File: config.mk
export PLATFORM = sky130hd
export DESIGN_NAME = cdu_pulse_scheduler
export DESIGN_NICKNAME = d
export VERILOG_FILES = /design/src/rtl/cdu_sched_pkg.sv /design/src/rtl/cdu_rr_pick.sv /design/src/rtl/cdu_pulse_scheduler.sv
export SDC_FILE = /design/constraint.sdc
export NUM_CORES = 1
export LEC_CHECK = 0
export CORE_ASPECT_RATIO = 0.8
export CORE_MARGIN = 4
export CORE_UTILIZATION = 58
export DETAILED_ROUTE_END_ITERATION = 8
export PLACE_DENSITY = 0.8
export SYNTH_ARGS = -nofsm -noshare
export SYNTH_HDL_FRONTEND = slang
export SYNTH_SLANG_ARGS = --single-unit
File: constraint.sdc
create_clock -name clk -period 7.2 [get_ports clk]
set_input_delay 2.16 -clock clk [delete_from_list [all_inputs] [get_ports clk]]
set_output_delay 2.16 -clock clk [all_outputs]
set_load 0.02 [all_outputs]
File: src/rtl/cdu_sched_pkg.sv
// Shared types, default sizes and saturating arithmetic for the CDU pulse scheduler.
package cdu_sched_pkg;

    typedef enum logic [1:0] {
        IDLE  = 2'd0,
        PULSE = 2'd1,
        GAP   = 2'd2
    } sched_state_t;

    localparam int NCH_DEF     = 5;
    localparam int PEND_W_DEF  = 4;
    localparam int PULSE_W_DEF = 8;
    localparam int GAP_W_DEF   = 4;

    // Clamp a + d into the signed range of a w-bit two's complement value.
    function automatic int sat_add(input int a, input int d, input int w);
        int lo;
        int hi;
        int s;
        lo = -(1 << (w - 1));
        hi = (1 << (w - 1)) - 1;
        s  = a + d;
        if (s > hi) begin
            return hi;
        end
        if (s < lo) begin
            return lo;
        end
        return s;
    endfunction

    // True when a + d falls outside the w-bit signed range, i.e. the request is dropped.
    function automatic logic sat_drop(input int a, input int d, input int w);
        int lo;
        int hi;
        int s;
        lo = -(1 << (w - 1));
        hi = (1 << (w - 1)) - 1;
        s  = a + d;
        return (s > hi) || (s < lo);
    endfunction

endpackage

File: src/rtl/cdu_rr_pick.sv
// Combinational round-robin picker: first set request searching upward from last_i + 1, with wrap.
module cdu_rr_pick #(
    parameter int NCH   = 5,
    parameter int IDX_W = 3
) (
    input  logic [NCH-1:0]   req_i,
    input  logic [IDX_W-1:0] last_i,
    output logic [NCH-1:0]   gnt_oh_o,
    output logic [IDX_W-1:0] gnt_idx_o
);

    logic found;

    // Outer loop walks priority order; inner loop keeps every index a loop constant.
    always_comb begin
        gnt_oh_o  = '0;
        gnt_idx_o = '0;
        found     = 1'b0;
        for (int k = 1; k <= NCH; k++) begin
            for (int i = 0; i < NCH; i++) begin
                if (!found && req_i[i] && (((int'(last_i) + k) % NCH) == i)) begin
                    found       = 1'b1;
                    gnt_oh_o[i] = 1'b1;
                    gnt_idx_o   = IDX_W'(i);
                end
            end
        end
    end

endmodule

File: src/rtl/cdu_pulse_scheduler.sv
// Shares one AGC increment pulse path between the CDU channels: per-channel signed pending counts, round-robin grant per slot.
// Optional macro CDU_SCHED_OVF_EN builds sticky per-channel saturation flags on OVF; otherwise OVF is tied low.
module cdu_pulse_scheduler
    import cdu_sched_pkg::*;
#(
    parameter int NCH     = NCH_DEF,
    parameter int PEND_W  = PEND_W_DEF,
    parameter int PULSE_W = PULSE_W_DEF,
    parameter int GAP_W   = GAP_W_DEF
) (
    input  logic           clk,
    input  logic           rst_n,
    input  logic           SLOT,
    input  logic           INH,
    input  logic [NCH-1:0] UP_REQ,
    input  logic [NCH-1:0] DN_REQ,
    input  logic [NCH-1:0] CDUZ,
    output logic [NCH-1:0] PLS_P,
    output logic [NCH-1:0] PLS_M,
    output logic           BUSY,
    output logic [NCH-1:0] PEND_NZ,
    output logic [NCH-1:0] OVF
);

    localparam int IDX_W   = (NCH > 1) ? $clog2(NCH) : 1;
    localparam int CNT_MAX = (PULSE_W > GAP_W) ? PULSE_W : GAP_W;
    localparam int CNT_W   = $clog2(CNT_MAX) + 1;

    sched_state_t state_q, state_d;
    logic [CNT_W-1:0] cnt_q, cnt_d;
    logic [IDX_W-1:0] last_q, last_d;
    logic [NCH-1:0]   pls_p_q, pls_p_d;
    logic [NCH-1:0]   pls_m_q, pls_m_d;
    logic             busy_q, busy_d;
    logic [NCH-1:0]   nz_q, nz_d;

    logic signed [PEND_W-1:0] pend_q [NCH];
    logic signed [PEND_W-1:0] pend_d [NCH];
    int                       step   [NCH];

    logic [NCH-1:0]   gnt_oh;
    logic [IDX_W-1:0] gnt_idx;
    logic [NCH-1:0]   pos;
    logic             dir_p;
    logic             grant;

    cdu_rr_pick #(
        .NCH   (NCH),
        .IDX_W (IDX_W)
    ) u_pick (
        .req_i     (nz_q),
        .last_i    (last_q),
        .gnt_oh_o  (gnt_oh),
        .gnt_idx_o (gnt_idx)
    );

    always_comb begin
        pos = '0;
        for (int i = 0; i < NCH; i++) begin
            pos[i] = ~pend_q[i][PEND_W-1];
        end
        dir_p = |(gnt_oh & pos);
    end

    // Granted channels only ever have a nonzero count, so the sign step is always +/-1.
    always_comb begin
        for (int i = 0; i < NCH; i++) begin
            step[i] = int'(UP_REQ[i]) - int'(DN_REQ[i]);
            if (grant && gnt_oh[i]) begin
                step[i] = step[i] + (pend_q[i][PEND_W-1] ? 1 : -1);
            end
        end
    end

    always_comb begin
        int sat_val;
        sat_val = 0;
        for (int i = 0; i < NCH; i++) begin
            sat_val   = sat_add(int'(pend_q[i]), step[i], PEND_W);
            pend_d[i] = CDUZ[i] ? '0 : PEND_W'(sat_val);
            nz_d[i]   = (pend_d[i] != '0);
        end
    end

    always_comb begin
        state_d = state_q;
        cnt_d   = cnt_q;
        last_d  = last_q;
        pls_p_d = '0;
        pls_m_d = '0;
        busy_d  = 1'b0;
        grant   = 1'b0;
        unique case (state_q)
            IDLE: begin
                if (SLOT && !INH && (|nz_q)) begin
                    grant   = 1'b1;
                    state_d = PULSE;
                    cnt_d   = CNT_W'(PULSE_W - 1);
                    last_d  = gnt_idx;
                    busy_d  = 1'b1;
                    if (dir_p) begin
                        pls_p_d = gnt_oh;
                    end else begin
                        pls_m_d = gnt_oh;
                    end
                end
            end
            PULSE: begin
                busy_d = 1'b1;
                if (cnt_q == '0) begin
                    state_d = GAP;
                    cnt_d   = CNT_W'(GAP_W - 1);
                end else begin
                    cnt_d   = cnt_q - 1'b1;
                    pls_p_d = pls_p_q;
                    pls_m_d = pls_m_q;
                end
            end
            GAP: begin
                if (cnt_q == '0) begin
                    state_d = IDLE;
                end else begin
                    cnt_d  = cnt_q - 1'b1;
                    busy_d = 1'b1;
                end
            end
            default: state_d = IDLE;
        endcase
    end

    always_ff @(posedge clk or negedge rst_n) begin
        if (!rst_n) begin
            state_q <= IDLE;
            cnt_q   <= '0;
            last_q  <= IDX_W'(NCH - 1);
            pls_p_q <= '0;
            pls_m_q <= '0;
            busy_q  <= 1'b0;
            nz_q    <= '0;
            for (int i = 0; i < NCH; i++) begin
                pend_q[i] <= '0;
            end
        end else begin
            state_q <= state_d;
            cnt_q   <= cnt_d;
            last_q  <= last_d;
            pls_p_q <= pls_p_d;
            pls_m_q <= pls_m_d;
            busy_q  <= busy_d;
            nz_q    <= nz_d;
            for (int i = 0; i < NCH; i++) begin
                pend_q[i] <= pend_d[i];
            end
        end
    end

    assign PLS_P   = pls_p_q;
    assign PLS_M   = pls_m_q;
    assign BUSY    = busy_q;
    assign PEND_NZ = nz_q;

`ifdef CDU_SCHED_OVF_EN
    logic [NCH-1:0] ovf_q, ovf_d;

    always_comb begin
        for (int i = 0; i < NCH; i++) begin
            ovf_d[i] = CDUZ[i] ? 1'b0
                     : (ovf_q[i] | sat_drop(int'(pend_q[i]), step[i], PEND_W));
        end
    end

    always_ff @(posedge clk or negedge rst_n) begin
        if (!rst_n) begin
            ovf_q <= '0;
        end else begin
            ovf_q <= ovf_d;
        end
    end

    assign OVF = ovf_q;
`else
    assign OVF = '0;
`endif

endmodule
==> run_results.csv, run 1 <==
group,metric,value,unit
status,status,"finished clean",
die,fp.dieH,120,um
layout,nFillCells,1333,
cts,htreeDepth,2,
yosys,synth-seq-area-share,12.4,%
route,routedWlPerCell,16.9,um
pwr,ir_drop,0.267,mV
worst_setup_path,rr_endpoint,"pend_q[5]",
worst_setup_path,slowest_delay,0.66,ns
cts,cts_tree,"built",
layout,drive_gt1_share,11.9,%
pwr,p_total,5.34,mW
pwr,p_leak,4.39,nW
yosys,synthXorXnorAreaFrac,4.04,%
layout,multiInputGateArea,7440,sq um
yosys,synth_top_cells_by_area,"dfrtp_1 12%, ha_1 10%, fa_1 7.7%",
timing,worstMarginPinSlew,1.05,ns
layout,instances_no_fill,1496,
worst_setup_path,worstPathRequired,7.41,ns
yosys,synth.mux.area_fraction,2.80,%
min_path,hold_path_end,"PLS_P[4]",
layout,area_growth,11.9,%
worst_setup_path,critPathKind,"flip-flop to flip-flop",
worst_setup_path,start_kind,"flip-flop",
yosys,ys.flop_type,"dfrtp_1",
worst_setup_path,crit_fanout,11,
yosys,synth_compound_gate_area_share,30.6,%
layout,final_common_cell,"nand2_1",
grt,grt_pass1_vias,8451,
placement,post-place-cells,1477,
timing,drv_slew,0,
placement,place.gp.congestion,0.999,
yosys,synth_cell_type_count,99,
grt,grtUsageMet1,39.0,%
worst_setup_path,r2r_cells,29,
layout,layout_common_cells,"137 x nand2_1, 112 x a21oi_1, 97 x nor2_1",
timing,rsz0062_at_grt,"yes",
yosys,ys_seq_elements,45,
yosys,synth-async-reset-ratio,100,%
yosys,ys_warn_count,0,
timing,setup_slack,0.263,ns
yosys,syn_area,9100,sq um
pwr,p_per_area,525,nW/um^2
die,row_count,40,
timing,fin_crit_sh,96.4,%
grt,grt_pass1_wl,41000,um
worst_setup_path,slowest_stage,"dfstp_2",
grt,grt.total_usage,26.7,%
timing,worst_hold_slack,0.527,ns
route,drt-initial-drc-count,999,
yosys,synth_top_family_by_area,"compound AO/OA/AOI/OAI gates",
worst_setup_path,rr_startpoint,"last_q[2]",
route,vias,9561,
layout,seq_area,1130,sq um
worst_setup_path,crit_top_cell,"nand2_1",
layout,n_antenna_cell,0,
grt,use_met3,3.02,%
cts,root_buffer,"clkbuf_16",
timing,fin_crit,6.94,ns
die,die_area,17800,sq um
grt,use_met2,42.7,%
yosys,synth_edf_count,0,
yosys,synth_top_area_share,12.1,%
route,routed_via_density,6.39,
placement,place_ws,-0.0652,ns
grt,globalRoute.busiestLayer,"met2",
layout,final_util,67.0,%
placement,post-dp-hpwl,18700,um
cts,cts_made_buffers,5,
worst_setup_path,r2r_setup_slack,0.26,ns
timing,slew-limit-headroom,29.9,%
cts,cts.path.max_buffers,2,
min_path,min_from,"PLS_P[4]",
route,routed_wl,25200,um
layout,num-nets-final,1413,
die,io_pins,40,
route,postRouteAntennaNets,0,
yosys,synthCells,1250,
timing,max_freq,0.144,GHz
grt,grt_max_degree,46,
worst_setup_path,crit_path_end_kind,"flip-flop",
cts,numClockSinks,45,
timing,skew,0.00725,ns
worst_setup_path,cp.arrival,7.14,ns
yosys,avgSynthCellArea,7.28,sq um
die,die_w,148,um
cts,postCtsHoldBufs,0,
yosys,synth_top_cell_by_area,"dfrtp_1",
placement,io_buffers,34,
timing,setup_viol,0,
yosys,synthAdderAreaFrac,17.9,%
min_path,hold_class,"flip-flop to flip-flop",
route,drc,0,
die,initial_core_util,59.8,%
cts,clkTransAtPathRegs,0.07,ns
timing,hold_violations,0,
job,maxCapViolCount,0,
route,drtPass1Iterations,6,
grt,antenna_found_initial,1,
yosys,synth_simple_gate_area_share,24.5,%
cts,clock_latency,0.29,ns
grt,overflow,0,
min_path,whs_path_depth,2,
die,placeableCoreArea,15200,sq um
[worst max-delay path, delay by kind of cell (launching register included)]
kind / cells / cell delay, ns
AOI/OAI and AO/OA: 13 / 2.36
DFF: 1 / 0.66
buffers and inverters: 2 / 0.32
adders and majority gates: 3 / 1.13
and+or+nand+nor: 11 / 2.39
[cell usage after synthesis, types with 23 or more instances]
library cell,number
nand2_1,138
a21oi_1,115
nor2_1,98
inv_1,90
o21ai_0,79
ha_1,74
clkbuf_1,52
dfrtp_1,44
nor3_1,37
fa_1,35
nand3_1,31
a31oi_1,28
a21o_1,25
xnor2_1,25
nand2b_1,24
nor2b_1,23
[metal layers]
| metal | vias to the layer above | share of wire, % | wire length (um) |
|---|---|---|---|
| met5 | - | 0.012 | 3 |
| met4 | 2 | 1.9 | 476 |
| met3 | 62 | 8.1 | 2050 |
| met2 | 476 | 46 | 11500 |
| met1 | 4444 | 44 | 11200 |
| li1 | 4577 | - | - |
[report_power, final]
group / total (mW) / switching (mW) / leakage, nW / internal (mW)
Combinational: 4.63 / 2.79 / 3.75 / 1.84
Clock: 0.241 / 0.103 / 0.0768 / 0.138
Sequential: 0.473 / 0.132 / 0.570 / 0.341
[cell type report]
class,instances,area share (%)
Multi-Input combinational cell,1037,73.0
Sequential cell,45,11.1
Timing Repair Buffer,102,8.34
Inverter,94,3.49
Tap cell,210,2.58
Clock buffer,6,1.36
Clock inverter,2,0.135
[flip-flops by register name, summed over array words and instances, names as in the netlist]
signal   flops
PLS_M        5
pend_q      20
PLS_P        5
last_q       3
state_q      2
PEND_NZ      5
BUSY         1
cnt_q        4
[cell families (layout without fill, tap and decap cells)]
logic type | Yosys count | in the layout
AO/OA/AOI/OAI | 413 | 413
XOR/XNOR | 39 | 39
adder cells (fa/ha/maj) | 109 | 109
buffers and inverters | 172 | 204
flip-flops | 45 | 45
multiplexers | 25 | 25
other | 1 | 5
AND/OR/NAND/NOR | 446 | 446
[worst max-delay path by stage]
stage	depth (start not counted)	start	end	slack [ns]
finish	29	last_q[2]	pend_q[5]	0.26
global route	28	last_q[0]	PEND_NZ[0]	-0.08
CTS	30	last_q[0]	PEND_NZ[3]	0.09
detailed placement	20	UP_REQ[0]	PEND_NZ[0]	-0.07
global placement	23	UP_REQ[0]	pend_q[16]	0.13
floorplan	31	last_q[0]	PEND_NZ[3]	0.06
[metrics by stage]
step / cell area, sq um / TNS, ns
5_1_grt: 10200 / -0.264
3_5_place_dp: 9790 / -0.108
6_report: 10200 / 0
3_3_place_gp: 9790 / 0
2_1_floorplan: 9120 / 0
4_1_cts: 9950 / 0
[what timing repair did]
| item | CTS | global route |
|---|---|---|
| buffers inserted | 0 | 11 |
| setup endpoints to repair | 0 | 23 |
| gates resized for setup | 0 | 34 |
Power figures use the tool's default switching activity.
==> run 2: changes to the inputs <==
--- a/config.mk
+++ b/config.mk
@@ -10,6 +10,8 @@
 export CORE_UTILIZATION = 58
 export DETAILED_ROUTE_END_ITERATION = 8
 export PLACE_DENSITY = 0.8
+export SKIP_CTS_REPAIR_TIMING = 1
 export SYNTH_ARGS = -nofsm -noshare
 export SYNTH_HDL_FRONTEND = slang
 export SYNTH_SLANG_ARGS = --single-unit
+export TNS_END_PERCENT = 50
==> run 2 against run 1 <==
  * Worst hold slack lost 0.0011 ns
  * Routed wire length fell by 0.63%
  * Sequential share of layout area is essentially flat
  * Cell count shrank 0.13%
  * Critical path type unchanged
  * Largest cell class unchanged
==> run_results.csv, run 2 (synthesis gave the netlist of run 1 again) <==
group,metric,value,unit
grt,grt_pass1_vias,8451,
die,fp.dieH,120,um
die,row_count,40,
worst_setup_path,slowest_delay,0.66,ns
min_path,whs_path_depth,2,
layout,drive_gt1_share,11.8,%
route,routed_via_density,6.38,
worst_setup_path,cp.arrival,7.15,ns
timing,worstMarginPinSlew,1.04,ns
pwr,p_per_area,520,nW/um^2
job,maxCapViolCount,0,
route,routed_wl,25100,um
die,die_w,148,um
layout,area_growth,11.7,%
timing,hold_violations,0,
cts,htreeDepth,2,
worst_setup_path,crit_path_end_kind,"flip-flop",
grt,grt_max_degree,46,
grt,grt_pass1_wl,41000,um
die,initial_core_util,59.8,%
cts,cts_made_buffers,5,
cts,numClockSinks,45,
timing,max_freq,0.144,GHz
route,drtPass1Iterations,6,
layout,layout_common_cells,"137 x nand2_1, 112 x a21oi_1, 97 x nor2_1",
placement,post-place-cells,1477,
timing,drv_slew,0,
route,drc,0,
die,die_area,17800,sq um
timing,skew,0.00878,ns
cts,cts.path.max_buffers,2,
timing,rsz0062_at_grt,"yes",
timing,fin_crit,6.94,ns
worst_setup_path,start_kind,"flip-flop",
cts,clkTransAtPathRegs,0.07,ns
worst_setup_path,critPathKind,"flip-flop to flip-flop",
die,placeableCoreArea,15200,sq um
layout,num-nets-final,1411,
grt,grt.total_usage,26.7,%
placement,io_buffers,34,
timing,slew-limit-headroom,30.8,%
route,vias,9527,
grt,antenna_found_initial,1,
min_path,hold_class,"flip-flop to flip-flop",
grt,overflow,0,
layout,instances_no_fill,1494,
layout,n_antenna_cell,0,
worst_setup_path,worstPathRequired,7.41,ns
layout,largest_reg_flops,20,
worst_setup_path,r2r_cells,29,
placement,place.gp.congestion,0.999,
cts,root_buffer,"clkbuf_16",
timing,worst_hold_slack,0.525,ns
layout,fin_area,10200,sq um
layout,regMostFlops,"pend_q",
pwr,ir_drop,0.219,mV
cts,cts_tree,"built",
worst_setup_path,crit_top_cell,"nand2_1",
placement,post-dp-hpwl,18700,um
placement,place_area,9790,sq um
layout,final_common_cell,"nand2_1",
timing,fin_crit_sh,96.4,%
route,drt-initial-drc-count,994,
die,io_pins,40,
status,status,"finished clean",
route,postRouteAntennaNets,0,
route,routedWlPerCell,16.8,um
worst_setup_path,slowest_stage,"dfstp_2",
timing,setup_viol,0,
worst_setup_path,crit_fanout,11,
cts,clock_latency,0.29,ns
pwr,p_leak,4.38,nW
-- run 2: changes by cell type in the layout (fill, tap and decap cells not counted), sizes merged --
cell / before / now
buf: 69 / 67
-- run 2: path summary, 6_finish.rpt --
check / slack, ns / end / startpoint
min in group asynchronous: 2.05 / pend_q[12] / rst_n
max: 0.26 / pend_q[5] / last_q[2]
max in group asynchronous: 4.44 / last_q[0] / rst_n
max reg2reg: 0.26 / pend_q[5] / last_q[2]
min: 0.53 / PLS_P[4] / PLS_P[4]
min reg2reg: 0.53 / PLS_P[4] / PLS_P[4]
-- run 2: power breakdown --
part           switching (mW)  internal (mW)  total (mW)
logic                    2.77           1.80        4.58
clock network           0.103          0.138       0.241
registers               0.132          0.341       0.474
-- run 2: area by class of cell --
cell class / instances / area (sq um)
tap: 210 / 263
clock buffer: 6 / 139
timing repair buffer: 100 / 835
sequential: 45 / 1130
multi-input combinational: 1037 / 7440
fill: 1335 / 5040
inverter: 94 / 355
clock inverter: 2 / 13.8
-- run 2: per-stage QoR --
stage          utilization (%)  setup slack, ns  TNS, ns  total power, mW
2_1_floorplan                -           0.0587        0             3.72
3_3_place_gp              64.4            0.126        0             4.62
3_5_place_dp              64.4          -0.0652   -0.108             4.71
4_1_cts                   65.4           0.0929        0             4.99
5_1_grt                   66.9          -0.0813   -0.268             5.74
6_report                  66.9            0.257        0             5.29
-- run 2: routing by layer --
| metal | wire (um) | vias up | track usage (%) |
|---|---|---|---|
| li1 | - | 4570 | - |
| met1 | 11100 | 4431 | 39.0 |
| met2 | 11500 | 467 | 42.7 |
| met3 | 2000 | 57 | 3.02 |
| met4 | 458 | 2 | 5.42 |
| met5 | 13 | - | 0 |
-- run 2: worst max-delay path: cells and delay by family (launching register included) --
kind / cells / cell delay, ns
buf+inv: 2 / 0.32
fa+ha+maj: 3 / 1.13
simple gates: 11 / 2.37
compound gates: 13 / 2.36
flops: 1 / 0.66
==> run 3: changes to the inputs <==
--- a/config.mk
+++ b/config.mk
@@ -9,6 +9,7 @@
 export CORE_MARGIN = 4
 export CORE_UTILIZATION = 58
 export DETAILED_ROUTE_END_ITERATION = 8
+export GPL_ROUTABILITY_DRIVEN = 0
 export PLACE_DENSITY = 0.8
 export SKIP_CTS_REPAIR_TIMING = 1
 export SYNTH_ARGS = -nofsm -noshare
==> run 3 against run 2 <==
  * Clock-buffer cell count unchanged
  * Register-to-register slack hardly changed
  * Core utilization increased by 1.0 points
  * Non-clock buffer count up 7
  * Combinational power grew 3%
  * Cell count rose by 0.47%
  * Critical endpoint is now PEND_NZ[0]
  * Worst setup slack better by 0.0018 ns
  * Critical path depth did not move
  * Highest routed layer is now met4
  * Total power up 2.7%
  * Maximum frequency hardly changed
  * Sequential power decreased by 3%
  * Routed wire length shrank 2.4%
==> run_results.csv, run 3 (synthesis gave the netlist of run 1 again) <==
group,metric,value,unit
status,status,"finished clean",
pwr,p_switching,3.03,mW
layout,final_common_cell,"nand2_1",
grt,antenna_found_initial,0,
worst_setup_path,r2r_cells,29,
route,routedWlPerCell,16.3,um
timing,skew,0.00525,ns
die,placeableCoreArea,15200,sq um
min_path,whs_path_depth,2,
cts,cts_made_buffers,5,
worst_setup_path,start_kind,"flip-flop",
min_path,min_from,"PLS_M[2]",
grt,overflow,0,
job,maxCapViolCount,0,
route,drc,0,
pwr,p_per_area,526,nW/um^2
worst_setup_path,worstPathRequired,7.36,ns
min_path,hold_class,"flip-flop to flip-flop",
route,drtPass1Iterations,6,
cts,root_buffer,"clkbuf_16",
route,vias,9476,
placement,post-dp-hpwl,18300,um
pwr,p_leak,4.43,nW
placement,place_area,9780,sq um
layout,layout_common_cells,"136 x nand2_1, 109 x a21oi_1, 96 x nor2_1",
pwr,p_total,5.43,mW
layout,regMostFlops,"pend_q",
grt,grt_pass1_vias,8455,
cts,cts.path.max_buffers,2,
route,routed_via_density,6.31,
timing,slew-limit-headroom,31.7,%
timing,fin_crit_sh,96.4,%
layout,fin_area,10300,sq um
cts,clock_latency,0.28,ns
worst_setup_path,rr_endpoint,"PEND_NZ[0]",
grt,grt.total_usage,26.2,%
timing,worst_hold_slack,0.530,ns
min_path,hold_path_end,"PLS_M[2]",
worst_setup_path,rr_startpoint,"last_q[0]",
timing,worstMarginPinSlew,1.02,ns
die,initial_core_util,59.8,%
grt,grt_max_degree,46,
layout,n_antenna_cell,0,
pwr,clkPwrFrac,5.0,%
timing,fin_crit,6.94,ns
die,die_w,148,um
pwr,combPwrFrac,86.5,%
pwr,power_frac_seq,8.5,%
worst_setup_path,crit_top_cell,"ha_1",
worst_setup_path,crit_buf_inv,3,
cts,htreeDepth,2,
timing,setup_viol,0,
die,row_count,40,
worst_setup_path,slowest_delay,0.56,ns
layout,num-nets-final,1418,
die,fp.dieH,120,um
worst_setup_path,slowest_stage,"or4_1",
die,io_pins,40,
worst_setup_path,r2r_setup_slack,0.26,ns
placement,io_buffers,34,
layout,drive_gt1_share,13.4,%
route,drt-initial-drc-count,932,
layout,area_growth,13.5,%
timing,max_freq,0.144,GHz
cts,numClockSinks,45,
cts,clkTransAtPathRegs,0.06,ns
route,postRouteAntennaNets,0,
layout,largest_reg_flops,20,
worst_setup_path,crit_family,"simple AND/OR/NAND/NOR gates",
worst_setup_path,crit_fanout,6,
pwr,netSwitchingFraction,55.7,%
route,routed_wl,24500,um
timing,drv_slew,0,
pwr,p_int,2.41,mW
timing,hold_violations,0,
cts,cts_tree,"built",
die,die_area,17800,sq um
worst_setup_path,cp.arrival,7.10,ns
pwr,ir_drop,0.223,mV
worst_setup_path,crit_path_end_kind,"flip-flop",
grt,grt_pass1_wl,40500,um
worst_setup_path,critPathKind,"flip-flop to flip-flop",
run 3: final cells by class:
cell class,instances,area (sq um)
clock buffer,6,139
fill,1278,4880
inverter,94,355
clock inverter,2,37.5
sequential,45,1130
timing repair buffer,107,888
multi-input combinational,1037,7520
tap,210,263
run 3: how the worst max path moves through the flow:
stage,start,endpoint,slack (ns),cells after the start
final,last_q[0],PEND_NZ[0],0.26,29
after global routing,last_q[0],PEND_NZ[0],-0.10,30
after CTS,last_q[0],PEND_NZ[0],0.03,29
after detailed placement,UP_REQ[0],PEND_NZ[0],-0.03,20
after global placement,UP_REQ[0],PEND_NZ[0],0.13,20
after floorplan,last_q[0],PEND_NZ[3],0.06,31
run 3: stage by stage:
stage	cells	utilization, %	setup slack [ns]	setup TNS (ns)
after CTS	1483	65.4	0.0320	0
after global routing	1501	67.9	-0.101	-0.578
final	1501	67.9	0.259	0
after detailed placement	1475	64.3	-0.0337	-0.0378
after global placement	1475	64.3	0.129	0
after floorplan	1254	-	0.0587	0
run 3: metal layers:
metal | track usage (%) | part of all wire [%] | vias up
met3 | 3.21 | 7.7 | 43
met1 | 39.2 | 45 | 4424
met5 | 0 | 0 | -
met4 | 3.92 | 1.4 | 0
met2 | 41.3 | 46 | 425
li1 | - | - | 4584
run 3: worst register-to-register path, delay by kind of cell, from the launching register on:
kind | cells | cell delay (ns)
AND/OR/NAND/NOR | 11 | 2.47
AO/OA/AOI/OAI | 9 | 1.87
adder cells (fa/ha/maj) | 4 | 1.06
buffers and inverters | 3 | 0.51
flip-flops | 1 | 0.42
multiplexers | 1 | 0.31
XOR/XNOR | 1 | 0.18
run 3: power groups by stage:
stage / sequential (mW) / clock, mW / combinational (mW)
floorplan: 0.453 / 0 / 3.27
global placement: 0.464 / 0 / 4.14
detailed placement: 0.466 / 0 / 4.21
CTS: 0.462 / 0.271 / 4.25
global route: 0.477 / 0.283 / 5.14
finish: 0.462 / 0.271 / 4.70
